### config.mk
export PLATFORM = sky130hd
export DESIGN_NAME = hub75_capture
export DESIGN_NICKNAME = d
export VERILOG_FILES = /design/src/rtl/hub75_capture.sv
export SDC_FILE = /design/constraint.sdc
export NUM_CORES = 1
export LEC_CHECK = 0
export CAP_MARGIN = 20
export CORE_UTILIZATION = 55
export CTS_CLUSTER_DIAMETER = 150
export DETAILED_ROUTE_END_ITERATION = 10
export PLACE_DENSITY = 0.8
export SLEW_MARGIN = 10
export SYNTH_ARGS = -nofsm -noshare
export SYNTH_HDL_FRONTEND = slang
export SYNTH_SLANG_ARGS = --single-unit
### constraint.sdc
create_clock -name clk -period 2.45 [get_ports clk]
set_clock_uncertainty 0.05 [all_clocks]
set_input_delay 0.245 -clock clk [delete_from_list [all_inputs] [get_ports clk]]
set_output_delay 0.245 -clock clk [all_outputs]
set_load 0.005 [all_outputs]
### src/rtl/hub75_capture.sv
// hub75_capture
//   Receive side of the HUB75 panel link. All HUB75 pins are sampled through a
//   common synchroniser on the local clock. Each row of serial colour data is
//   reassembled, and on every latch a row record is emitted. The record holds
//   the row bits, the row address, a bit-plane slot index, a flag for a wrong
//   shift count, and the output-enable on-time measured since the previous latch.
//
// Ports
//   clk, rst_n    local sample clock, async active-low reset
//   hub_clk       HUB75 shift clock (data sampled on its rising edge)
//   hub_lat       HUB75 latch, active high
//   hub_noe       HUB75 output enable, active low
//   hub_mux       HUB75 row address
//   s_in          serial colour data, bit i = colour i
//   out_valid     one-cycle pulse per latched row record
//   out_data      row bits, bit (COLOR_COUNT*j + i) = column j, colour i
//   out_row       synced hub_mux at the latch edge
//   out_slot      latch index within the current row
//   out_on_cycles clk cycles with hub_noe low since the previous latch edge
//   out_bad_count shift count since the previous latch was not NUM_COL
module hub75_capture #(
  parameter int COL_ADDR_BITS = 6,
  parameter int ROW_ADDR_BITS = 4,
  parameter int COLOR_COUNT   = 3,
  parameter int SYNC_STAGES   = 2,
  parameter int SLOT_BITS     = 4,
  parameter int DUR_BITS      = 16
) (
  input  logic                                        clk,
  input  logic                                        rst_n,
  input  logic                                        hub_clk,
  input  logic                                        hub_lat,
  input  logic                                        hub_noe,
  input  logic [ROW_ADDR_BITS-1:0]                    hub_mux,
  input  logic [COLOR_COUNT-1:0]                      s_in,
  output logic                                        out_valid,
  output logic [(2**COL_ADDR_BITS)*COLOR_COUNT-1:0]   out_data,
  output logic [ROW_ADDR_BITS-1:0]                    out_row,
  output logic [SLOT_BITS-1:0]                        out_slot,
  output logic [DUR_BITS-1:0]                         out_on_cycles,
  output logic                                        out_bad_count
);

  localparam int NUM_COL = 2**COL_ADDR_BITS;
  localparam int SW      = 3 + ROW_ADDR_BITS + COLOR_COUNT;
  // Idle pin state: clk/lat low, noe high (display off), mux/data zero.
  localparam logic [SW-1:0] IDLE = {1'b0, 1'b0, 1'b1, {(ROW_ADDR_BITS+COLOR_COUNT){1'b0}}};
  localparam logic [COL_ADDR_BITS:0] BC_FULL = (COL_ADDR_BITS+1)'(NUM_COL);
  localparam logic [COL_ADDR_BITS:0] BC_MAX  = (COL_ADDR_BITS+1)'(NUM_COL+1);

  // One packed vector through the synchroniser keeps every pin mutually aligned.
  logic [SW-1:0]              r_sync [SYNC_STAGES];
  logic                       r_hist_clk;
  logic                       r_hist_lat;
  logic [NUM_COL-1:0]         r_sr [COLOR_COUNT];
  logic [COL_ADDR_BITS:0]     r_bit_cnt;
  logic [DUR_BITS-1:0]        r_noe_cnt;
  logic                       r_have_prev;

  logic [SW-1:0]              w_pins;
  logic [SW-1:0]              w_s;
  logic                       w_clk_s;
  logic                       w_lat_s;
  logic                       w_noe_s;
  logic [ROW_ADDR_BITS-1:0]   w_mux_s;
  logic [COLOR_COUNT-1:0]     w_din_s;
  logic                       w_clk_rise;
  logic                       w_lat_rise;
  logic [NUM_COL-1:0]         w_sr_next [COLOR_COUNT];
  logic [COL_ADDR_BITS:0]     w_bit_cnt_next;
  logic [DUR_BITS-1:0]        w_noe_next;
  logic [NUM_COL*COLOR_COUNT-1:0] w_data;
  logic [SLOT_BITS-1:0]       w_slot_next;

  assign w_pins  = {hub_clk, hub_lat, hub_noe, hub_mux, s_in};
  assign w_s     = r_sync[SYNC_STAGES-1];
  assign w_clk_s = w_s[SW-1];
  assign w_lat_s = w_s[SW-2];
  assign w_noe_s = w_s[SW-3];
  assign w_mux_s = w_s[COLOR_COUNT +: ROW_ADDR_BITS];
  assign w_din_s = w_s[COLOR_COUNT-1:0];

  assign w_clk_rise = w_clk_s & ~r_hist_clk;
  assign w_lat_rise = w_lat_s & ~r_hist_lat;

  // The shift is resolved before the latch uses it, so a bit clocked in the
  // same sample as the latch edge is part of the reported row.
  always_comb begin
    for (int c = 0; c < COLOR_COUNT; c++) begin
      w_sr_next[c] = r_sr[c];
      if (w_clk_rise) w_sr_next[c] = {r_sr[c][NUM_COL-2:0], w_din_s[c]};
    end
    w_data = '0;
    for (int j = 0; j < NUM_COL; j++)
      for (int c = 0; c < COLOR_COUNT; c++)
        w_data[COLOR_COUNT*j + c] = w_sr_next[c][j];
  end

  always_comb begin
    w_bit_cnt_next = r_bit_cnt;
    if (w_clk_rise && (r_bit_cnt != BC_MAX)) w_bit_cnt_next = r_bit_cnt + 1'b1;
    w_noe_next = r_noe_cnt;
    if (!w_noe_s && (r_noe_cnt != '1)) w_noe_next = r_noe_cnt + 1'b1;
    // out_row/out_slot hold the previous record, so they double as slot state.
    w_slot_next = '0;
    if (r_have_prev && (w_mux_s == out_row))
      w_slot_next = (out_slot == '1) ? out_slot : out_slot + 1'b1;
  end

  always_ff @(posedge clk or negedge rst_n) begin
    if (!rst_n) begin
      for (int k = 0; k < SYNC_STAGES; k++) r_sync[k] <= IDLE;
      r_hist_clk <= 1'b0;
      r_hist_lat <= 1'b0;
    end else begin
      r_sync[0] <= w_pins;
      for (int k = 1; k < SYNC_STAGES; k++) r_sync[k] <= r_sync[k-1];
      r_hist_clk <= w_clk_s;
      r_hist_lat <= w_lat_s;
    end
  end

  always_ff @(posedge clk or negedge rst_n) begin
    if (!rst_n) begin
      for (int c = 0; c < COLOR_COUNT; c++) r_sr[c] <= '0;
      r_bit_cnt     <= '0;
      r_noe_cnt     <= '0;
      r_have_prev   <= 1'b0;
      out_valid     <= 1'b0;
      out_data      <= '0;
      out_row       <= '0;
      out_slot      <= '0;
      out_on_cycles <= '0;
      out_bad_count <= 1'b0;
    end else begin
      r_sr      <= w_sr_next;
      out_valid <= w_lat_rise;
      if (w_lat_rise) begin
        out_data      <= w_data;
        out_row       <= w_mux_s;
        out_slot      <= w_slot_next;
        out_on_cycles <= w_noe_next;
        out_bad_count <= (w_bit_cnt_next != BC_FULL);
        r_have_prev   <= 1'b1;
        r_bit_cnt     <= '0;
        r_noe_cnt     <= '0;
      end else begin
        r_bit_cnt <= w_bit_cnt_next;
        r_noe_cnt <= w_noe_next;
      end
    end
  end

endmodule

==> flow_summary.json, run 1 <==
{
  "path_buf_inv": 0,
  "die-width_microns": 178,
  "tns_ns": 0,
  "firstDrtPassIters": 5,
  "final_common_cell": "nand2_1",
  "cp_cell_sequence": "ha_1 > and4_1 > a41oi_1 > nand4_1 > xor2_1 > o21ai_0",
  "via_per_inst": 5.11,
  "cts_buffers": 45,
  "synth_cells": 1887,
  "cp_slowest_cell": "a41oi_1",
  "ys_types": 30,
  "r2r_cells": 6,
  "grt_overflow": 0,
  "ys_seq_elements": 456,
  "syn2layout_area_growth_pct": 26.3,
  "fin_crit_sh_pct": 88.9,
  "worst_setup_path_end_kind": "flop",
  "fmax_mhz": 459,
  "final-setup-viol-count": 0,
  "crit_path_max_incr_delay_ns": 0.53,
  "antenna_cells": 0,
  "postLayoutCoreUtil_pct": 70.7,
  "totalWireLength_mm": 37.4,
  "drive_above_1_share_pct": 5.39,
  "leakagePower_nw": 11.6,
  "worstMarginPinSlew_ns": 0.705,
  "seq_area_frac_synth_pct": 66.7,
  "rsz0062_at_grt": "no",
  "min_from": "hub_noe",
  "slew_headroom_pct": 53.0,
  "initial_core_util_pct": 56.0,
  "syn-cell-area_sq_mm": 0.0171,
  "synthTopCellsByArea": "dfrtp_1 66%, nand2_1 26%, clkbuf_1 2.1%",
  "synth_top_area_share_pct": 66.4,
  "min_period_ns": 2.18,
  "syn_area_per_cell_sq_um": 9.07,
  "drt-initial-drc-count": 930,
  "io_pins": 230,
  "power_density_mw_per_mm2": 780,
  "yosysTopAreaCell": "dfrtp_1",
  "hpwl_mm": 23.5,
  "finalPower_w": 0.0169,
  "grt_pass1_wl_mm": 62.9,
  "worstSkewPairLatency_ns": 0.53,
  "synth-warning-count": 0,
  "path_class": "reg -> reg",
  "cts_tree": "built",
  "report.final.hold_viol_count": 0,
  "grt_max_degree": 113,
  "cp_max_fo": 6,
  "cpLargestDelayFamily": "compound AO/OA/AOI/OAI gates",
  "ir_drop_uv": 459,
  "die_y_microns": 178,
  "worstReg2RegEnd": "out_on_cycles[3]$_DFFE_PN0P_",
  "crit_arrival_ns": 2.51,
  "drtAntennaViolNets": 0,
  "holdPathEnd": "r_sync[17]$_DFF_PN1_",
  "whs_ns": 0.0759,
  "place_congestion": 0.844,
  "cts_resized": 0,
  "std_cell_rows": 64,
  "clkSinkCount": 456,
  "cts.path.max_buffers": 3,
  "reg2reg_slack_ns": 0.27,
  "htreeDepth": 2,
  "slew_viol_final": 0,
  "antenna_found_initial": 0,
  "cp_data_required_time_ns": 2.79,
  "drv_cap": 0,
  "wl_per_cell_microns": 14.8,
  "grt_use_total_pct": 24.3,
  "min_path_cells": 1,
  "hp-class": "in -> reg",
  "drc": 0,
  "first_global_vias": 12900,
  "reg2reg_from": "r_noe_cnt[0]$_DFF_PN0_",
  "clk_pin_slew_ns": 0.06,
  "portBuffers": 229,
  "ctsHoldBuffers": 1,
  "vias": 12900,
  "postCtsSetupRepairBufs": 0,
  "synth_fp_nets": 1903,
  "layout_common_cells": "1,198 x nand2_1, 454 x dfrtp_1, 228 x clkdlybuf4s50_1",
  "core-area_sq_mm": 0.0306,
  "final_nets": 2115,
  "startpoint_type": "flop",
  "status": "finished, final reports clean",
  "die-area_sq_mm": 0.0318,
  "root_buffer": "clkbuf_16"
}
## worst reg2reg max path: cells and delay by family (launching register included)
kind | cells | cell delay, ns
AND/OR/NAND/NOR | 2 | 0.46
AO/OA/AOI/OAI | 2 | 0.64
XOR/XNOR | 1 | 0.21
flip-flops | 1 | 0.42
adder cells (fa/ha/maj) | 1 | 0.25
## flip-flops by register name, indices dropped and copies added (netlist names)
signal         flops
out_row            4
r_sync            10
out_valid          1
r_sr             192
out_slot           4
r_hist_lat         1
r_bit_cnt          7
out_data         192
out_bad_count      1
w_s               10
out_on_cycles     16
r_have_prev        1
r_hist_clk         1
r_noe_cnt         16
## logic make-up (layout without fill, tap and decap cells)
family	after synthesis	after routing	synth area share, %
simple gates	1267	1267	28.3
flops	456	456	66.7
buf+inv	101	349	2.21
compound gates	35	35	1.21
xor+xnor	19	19	0.972
mux	5	5	0.292
fa+ha+maj	4	4	0.292
## worst max-delay path by stage
| stage | startpoint | to | slack (ns) | depth (start not counted) |
|---|---|---|---|---|
| after floorplan | r_noe_cnt[0]$_DFF_PN0_ | out_on_cycles[3]$_DFFE_PN0P_ | 0.50 | 7 |
| after global placement | r_noe_cnt[0]$_DFF_PN0_ | out_on_cycles[3]$_DFFE_PN0P_ | 0.41 | 6 |
| after CTS | r_noe_cnt[0]$_DFF_PN0_ | out_on_cycles[3]$_DFFE_PN0P_ | 0.28 | 6 |
| final | r_noe_cnt[0]$_DFF_PN0_ | out_on_cycles[3]$_DFFE_PN0P_ | 0.27 | 6 |
| after global routing | r_noe_cnt[0]$_DFF_PN0_ | out_on_cycles[3]$_DFFE_PN0P_ | 0.07 | 6 |
| after detailed placement | r_noe_cnt[0]$_DFF_PN0_ | out_on_cycles[3]$_DFFE_PN0P_ | 0.35 | 6 |
## cells in the mapped netlist
master and n:
nand2_1 1198, dfrtp_1 454, clkbuf_1 97, nor2_1 29
o21ai_0 20, xor2_1 11, nand3_1 10, xnor2_1 8
a21oi_1 5, mux2i_1 5, nand2b_1 5, nor3_1 5
and4_1 4, ha_1 4, inv_1 4, nand4_1 4
a41oi_1 3, nor4_1 3, a211oi_1 2, and3_1 2
dfstp_2 2, nand4b_1 2, o22ai_1 2, or3_1 2
a211o_1 1, a2bb2oi_1 1, nand3b_1 1, nor2b_1 1
o41a_1 1, or2_1 1
## report_power, final
part / total (W) / leakage (nW) / switching, W / internal (W)
registers: 0.00817 / 6.24 / 0.000252 / 0.00792
logic: 0.00130 / 4.54 / 0.000738 / 0.000563
clock network: 0.00738 / 0.801 / 0.00285 / 0.00453
total: 0.0169 / 11.6 / 0.00384 / 0.0130
## cell type report
class | count | area (sq um)
sequential | 456 | 11400
fill | 2203 | 8970
multi-input combinational | 1330 | 5350
timing repair buffer | 262 | 2710
clock buffer | 65 | 1330
tap | 396 | 495
clock inverter | 18 | 294
inverter | 4 | 20.0
## metal layers
layer / vias up / wire length, microns / track usage, %
met4: 0 / 911 / 7.13
met1: 6332 / 16700 / 33.7
met2: 339 / 17900 / 39.7
met5: - / 0 / 0
li1: 6203 / - / -
met3: 58 / 1920 / 4.01
## per-stage QoR
| stage | setup WS [ns] | instances | cell area, sq um |
|---|---|---|---|
| 5_1_grt | 0.0662 | 2531 | 21600 |
| 3_3_place_gp | 0.413 | 2447 | 20000 |
| 6_report | 0.273 | 2531 | 21600 |
| 2_1_floorplan | 0.500 | 1887 | 17100 |
| 3_5_place_dp | 0.351 | 2447 | 20000 |
| 4_1_cts | 0.279 | 2531 | 21600 |
(Power assumes the default switching activity.)
==> run 2: changes to the inputs <==
--- a/config.mk
+++ b/config.mk
@@ -9,7 +9,7 @@
 export CORE_UTILIZATION = 55
 export CTS_CLUSTER_DIAMETER = 150
 export DETAILED_ROUTE_END_ITERATION = 10
-export PLACE_DENSITY = 0.8
+export PLACE_DENSITY = 0.91
 export SLEW_MARGIN = 10
 export SYNTH_ARGS = -nofsm -noshare
 export SYNTH_HDL_FRONTEND = slang
==> run 2 against run 1 <==
  * Combinational power hardly changed
  * Via count is 3.2% higher
  * Design area is 0.68% lower
  * Global-route usage is 1.2 points higher
  * Critical endpoint unchanged
  * Critical path depth stayed put
  * Register-to-register slack better by 0.02 ns
  * Clock-buffer cell count is 4 higher
  * Flip-flop and latch count stayed put
  * Setup slack better by 0.016 ns
  * Routed wire length is 6.7% higher
  * Sequential power hardly changed
  * Clock power is 3.9% lower
==> flow_summary.json, run 2 (synthesized netlist as in run 1, its figures left out) <==
{
  "tns_ns": 0,
  "vias": 13400,
  "power_density_mw_per_mm2": 774,
  "die-area_sq_mm": 0.0318,
  "whs_ns": 0.0693,
  "syn2layout_area_growth_pct": 25.4,
  "first_global_vias": 13200,
  "leakagePower_nw": 11.5,
  "initial_core_util_pct": 56.0,
  "drt-initial-drc-count": 1218,
  "io_pins": 230,
  "via_per_inst": 5.30,
  "firstDrtPassIters": 6,
  "final_nets": 2105,
  "cp_max_fo": 6,
  "clkSinkCount": 456,
  "ctsHoldBuffers": 1,
  "seq_area_sq_mm": 0.0114,
  "cts_buffers": 45,
  "final-setup-viol-count": 0,
  "grt_pass1_wl_mm": 65.0,
  "drv_cap": 0,
  "die-width_microns": 178,
  "finalPower_w": 0.0166,
  "drc": 0,
  "startpoint_type": "flop",
  "cp_data_required_time_ns": 2.80,
  "r2r_cells": 6,
  "fillers": 2101,
  "ir_drop_uv": 586,
  "worst_setup_path_end_kind": "flop",
  "hpwl_mm": 23.8,
  "min_path_cells": 1,
  "core-area_sq_mm": 0.0306,
  "totalWireLength_mm": 39.9,
  "rsz0062_at_grt": "no",
  "crit_path_max_incr_delay_ns": 0.52,
  "clk_pin_slew_ns": 0.06,
  "drive_above_1_share_pct": 4.80,
  "cts_tree": "built",
  "hp-class": "in -> reg",
  "place_congestion": 0.861,
  "slew_headroom_pct": 50.1,
  "fin_cells": 2519,
  "grt_use_total_pct": 25.6,
  "fmax_mhz": 463,
  "grt_max_degree": 147,
  "portBuffers": 229,
  "final_common_cell": "nand2_1",
  "std_cell_rows": 64,
  "cts_resized": 0,
  "multi_input_area_sq_mm": 0.00535,
  "worstMarginPinSlew_ns": 0.748,
  "final_area_sq_mm": 0.0215,
  "dp_cells": 2437,
  "report.final.hold_viol_count": 0,
  "slew_viol_final": 0,
  "grt_overflow": 0,
  "layout_common_cells": "1,198 x nand2_1, 454 x dfrtp_1, 228 x clkdlybuf4s50_1",
  "min_period_ns": 2.16,
  "antenna_found_initial": 0,
  "root_buffer": "clkbuf_16",
  "path_class": "reg -> reg",
  "wl_per_cell_microns": 15.9,
  "antenna_cells": 0,
  "status": "finished, final reports clean",
  "cp_slowest_cell": "a41oi_1",
  "drtAntennaViolNets": 0,
  "worstSkewPairLatency_ns": 0.52,
  "largestRegisters": "out_data x192, r_sr x192",
  "fin_crit_sh_pct": 88.2,
  "dpl_cell_area_sq_mm": 0.0199,
  "cts.path.max_buffers": 3,
  "postCtsSetupRepairBufs": 0,
  "cp_cell_sequence": "ha_1 > and4_1 > a41oi_1 > nand4_1 > xor2_1 > o21ai_0",
  "die_y_microns": 178,
  "crit_arrival_ns": 2.51,
  "htreeDepth": 2
}
-- run 2: final timing paths --
path / start / slack [ns] / endpoint
min in group asynchronous: rst_n / 0.23 / out_data[98]$_DFFE_PN0P_
setup / recovery: r_noe_cnt[0]$_DFF_PN0_ / 0.29 / out_on_cycles[3]$_DFFE_PN0P_
setup reg to reg: r_noe_cnt[0]$_DFF_PN0_ / 0.29 / out_on_cycles[3]$_DFFE_PN0P_
hold / removal: hub_noe / 0.07 / r_sync[17]$_DFF_PN1_
hold reg to reg: r_sync[16]$_DFF_PN0_ / 0.30 / w_s[6]$_DFF_PN0_
max in group asynchronous: rst_n / 1.25 / r_sr[172]$_DFF_PN0_
-- run 2: routing by layer --
metal	track usage, %	share of wire [%]	vias to the layer above
met3	4.43	6.0	119
met2	42.1	49	540
li1	-	-	6176
met1	33.9	42	6515
met4	9.92	3.5	0
met5	0	0	-
-- run 2: report_power, final --
| part | internal, W | total (W) | switching, W | leakage, nW |
|---|---|---|---|---|
| clock network | 0.00428 | 0.00709 | 0.00281 | 0.759 |
| registers | 0.00792 | 0.00819 | 0.000276 | 6.24 |
| logic | 0.000555 | 0.00132 | 0.000766 | 4.50 |
| total | 0.0128 | 0.0166 | 0.00385 | 11.5 |
-- run 2: per-stage QoR --
step / util (%) / setup WS [ns]
2_1_floorplan: - / 0.500
3_3_place_gp: 65.1 / 0.433
3_5_place_dp: 65.1 / 0.295
4_1_cts: 70.2 / 0.278
5_1_grt: 70.2 / 0.177
6_report: 70.2 / 0.289
-- run 2: layout make-up --
type / count / area share (%)
clock inverters: 12 / 0.769
flip-flops and latches: 456 / 53.2
inverters: 4 / 0.0933
well taps: 396 / 2.31
repair buffers: 252 / 12.3
clock buffers: 69 / 6.41
multi-input cells: 1330 / 24.9
-- run 2: worst max-delay path: cells and delay by family, from the launching register on --
family / cells / cell delay [ns]
AO/OA/AOI/OAI: 2 / 0.62
XOR/XNOR: 1 / 0.22
adder cells (fa/ha/maj): 1 / 0.26
AND/OR/NAND/NOR: 2 / 0.47
flip-flops: 1 / 0.43
==> run 3: changes to the inputs <==
--- a/config.mk
+++ b/config.mk
@@ -5,9 +5,9 @@
 export SDC_FILE = /design/constraint.sdc
 export NUM_CORES = 1
 export LEC_CHECK = 0
-export CAP_MARGIN = 20
+export CAP_MARGIN = 5
+export CORE_MARGIN = 3
 export CORE_UTILIZATION = 55
-export CTS_CLUSTER_DIAMETER = 150
 export DETAILED_ROUTE_END_ITERATION = 10
 export PLACE_DENSITY = 0.91
 export SLEW_MARGIN = 10
==> run 3 against run 2 <==
  * Power is 2.0% lower
  * Clock-buffer cell count is 2 lower
  * Utilization is 0.87 points higher
  * Final cell count hardly changed
  * Via count is 0.66% lower
  * Critical endpoint unchanged
  * Worst hold slack better by 0.039 ns
  * Setup slack better by 0.027 ns
  * Non-clock buffer count is 7 higher
  * Largest power group unchanged
==> flow_summary.json, run 3 (synthesized netlist as in run 1, its figures left out) <==
{
  "grt_use_total_pct": 24.5,
  "firstDrtPassIters": 5,
  "cts_buffers": 45,
  "drtAntennaViolNets": 0,
  "grt_overflow": 0,
  "worst_setup_path_end_kind": "flop",
  "min_from": "hub_mux[0]",
  "first_global_vias": 13700,
  "fin_cells": 2520,
  "fillers": 1991,
  "grt_pass1_wl_mm": 67.9,
  "portBuffers": 229,
  "std_cell_rows": 63,
  "final_common_cell": "nand2_1",
  "fmax_mhz": 469,
  "largestRegisters": "out_data x192, r_sr x192",
  "worstReg2RegEnd": "out_on_cycles[3]$_DFFE_PN0P_",
  "holdPathEnd": "r_sync[13]$_DFF_PN0_",
  "worstMarginPinSlew_ns": 0.706,
  "hp-class": "in -> reg",
  "drv_cap": 0,
  "clkSinkCount": 456,
  "totalWireLength_mm": 39.9,
  "antenna_found_initial": 1,
  "cts_tree": "built",
  "wl_per_cell_microns": 15.9,
  "startpoint_type": "flop",
  "final-setup-viol-count": 0,
  "clk_pin_slew_ns": 0.06,
  "cts_resized": 0,
  "io_pins": 230,
  "vias": 13300,
  "final_nets": 2112,
  "path_class": "reg -> reg",
  "reg2reg_slack_ns": 0.32,
  "die_y_microns": 182,
  "power_density_mw_per_mm2": 758,
  "min_period_ns": 2.13,
  "initial_core_util_pct": 56.7,
  "syn2layout_area_growth_pct": 25.3,
  "hpwl_mm": 25.5,
  "leakagePower_nw": 11.5,
  "report.final.hold_viol_count": 0,
  "r2r_cells": 6,
  "worstSkewPairLatency_ns": 0.52,
  "layout_common_cells": "1,198 x nand2_1, 454 x dfrtp_1, 228 x clkdlybuf4s50_1",
  "dp_cells": 2438,
  "root_buffer": "clkbuf_16",
  "rsz0062_at_grt": "no",
  "tns_ns": 0,
  "crit_path_start": "r_noe_cnt[0]$_DFF_PN0_",
  "postLayoutCoreUtil_pct": 71.1,
  "fin_crit_sh_pct": 87.1,
  "reg2reg_from": "r_noe_cnt[0]$_DFF_PN0_",
  "slew_viol_final": 0,
  "drive_above_1_share_pct": 4.84,
  "grt_max_degree": 119,
  "slew_headroom_pct": 52.5,
  "htreeDepth": 2,
  "ir_drop_uv": 438,
  "cp_max_fo": 6,
  "drc": 0,
  "die-area_sq_mm": 0.0333,
  "min_path_cells": 1,
  "die-width_microns": 182,
  "via_per_inst": 5.26,
  "status": "finished, final reports clean",
  "place_congestion": 0.811,
  "crit_arrival_ns": 2.46,
  "whs_ns": 0.108,
  "drt-initial-drc-count": 1133,
  "core-area_sq_mm": 0.0302,
  "cts.path.max_buffers": 3,
  "cp_data_required_time_ns": 2.78
}
-- run 3: cell count changes in the layout (fill, tap and decap cells not counted) --
cell        change
clkbuf_8        -7
buf_12          +2
clkinvlp_4      +2
diode_2         +1
clkinv_4        +1
buf_4           +5
clkinv_2        -1
bufinv_16       -1
clkbuf_1        +5
-- run 3: power breakdown --
group / leakage (nW) / total [W] / switching, W / internal [W]
clock network: 0.701 / 0.00675 / 0.00277 / 0.00398
registers: 6.24 / 0.00819 / 0.000267 / 0.00792
logic: 4.54 / 0.00133 / 0.000764 / 0.000568
total: 11.5 / 0.0163 / 0.00380 / 0.0125
-- run 3: timing repair --
action | CTS | global route
hold endpoints to repair | 57 | 0
hold buffers | 1 | 0
buffers inserted | 0 | 0
-- run 3: per-stage QoR --
| step | setup slack, ns | power [W] | instance area (sq um) |
|---|---|---|---|
| floorplan | 0.500 | 0.00881 | 17100 |
| global placement | 0.419 | 0.00955 | 20000 |
| detailed placement | 0.366 | 0.00965 | 20000 |
| CTS | 0.309 | 0.0164 | 21400 |
| global route | 0.0873 | 0.0169 | 21500 |
| finish | 0.316 | 0.0163 | 21500 |
-- run 3: how the worst max path moves through the flow --
stage               slack (ns)                            to  depth (start not counted)
detailed placement        0.37  out_on_cycles[3]$_DFFE_PN0P_                          6
global placement          0.42  out_on_cycles[3]$_DFFE_PN0P_                          6
global route              0.09  out_on_cycles[3]$_DFFE_PN0P_                          6
finish                    0.32  out_on_cycles[3]$_DFFE_PN0P_                          6
CTS                       0.31  out_on_cycles[3]$_DFFE_PN0P_                          6
floorplan                 0.50  out_on_cycles[3]$_DFFE_PN0P_                          7
-- run 3: cell type report --
| type | instances | area [sq um] | share of cell area, % |
|---|---|---|---|
| multi-input combinational | 1330 | 5350 | 24.9 |
| timing repair buffer | 259 | 2730 | 12.7 |
| clock buffer | 67 | 1300 | 6.05 |
| tap | 390 | 488 | 2.27 |
| antenna | 1 | 2.50 | 0.0117 |
| sequential | 456 | 11400 | 53.2 |
| clock inverter | 13 | 154 | 0.717 |
| inverter | 4 | 20.0 | 0.0933 |
-- run 3: routing by layer --
metal	vias to the layer above	track usage [%]	routed length, microns
met5	-	0	0
met4	0	7.01	1100
met3	100	4.35	2580
met2	442	41.7	19800
met1	6542	32.7	16500
li1	6178	-	-
-- run 3: worst max-delay path, cell delays in order, from the launching register on --
cell,delay [ns]
dfrtp_1,0.42
ha_1,0.26
and4_1,0.26
a41oi_1,0.51
nand4_1,0.19
xor2_1,0.20
o21ai_0,0.10
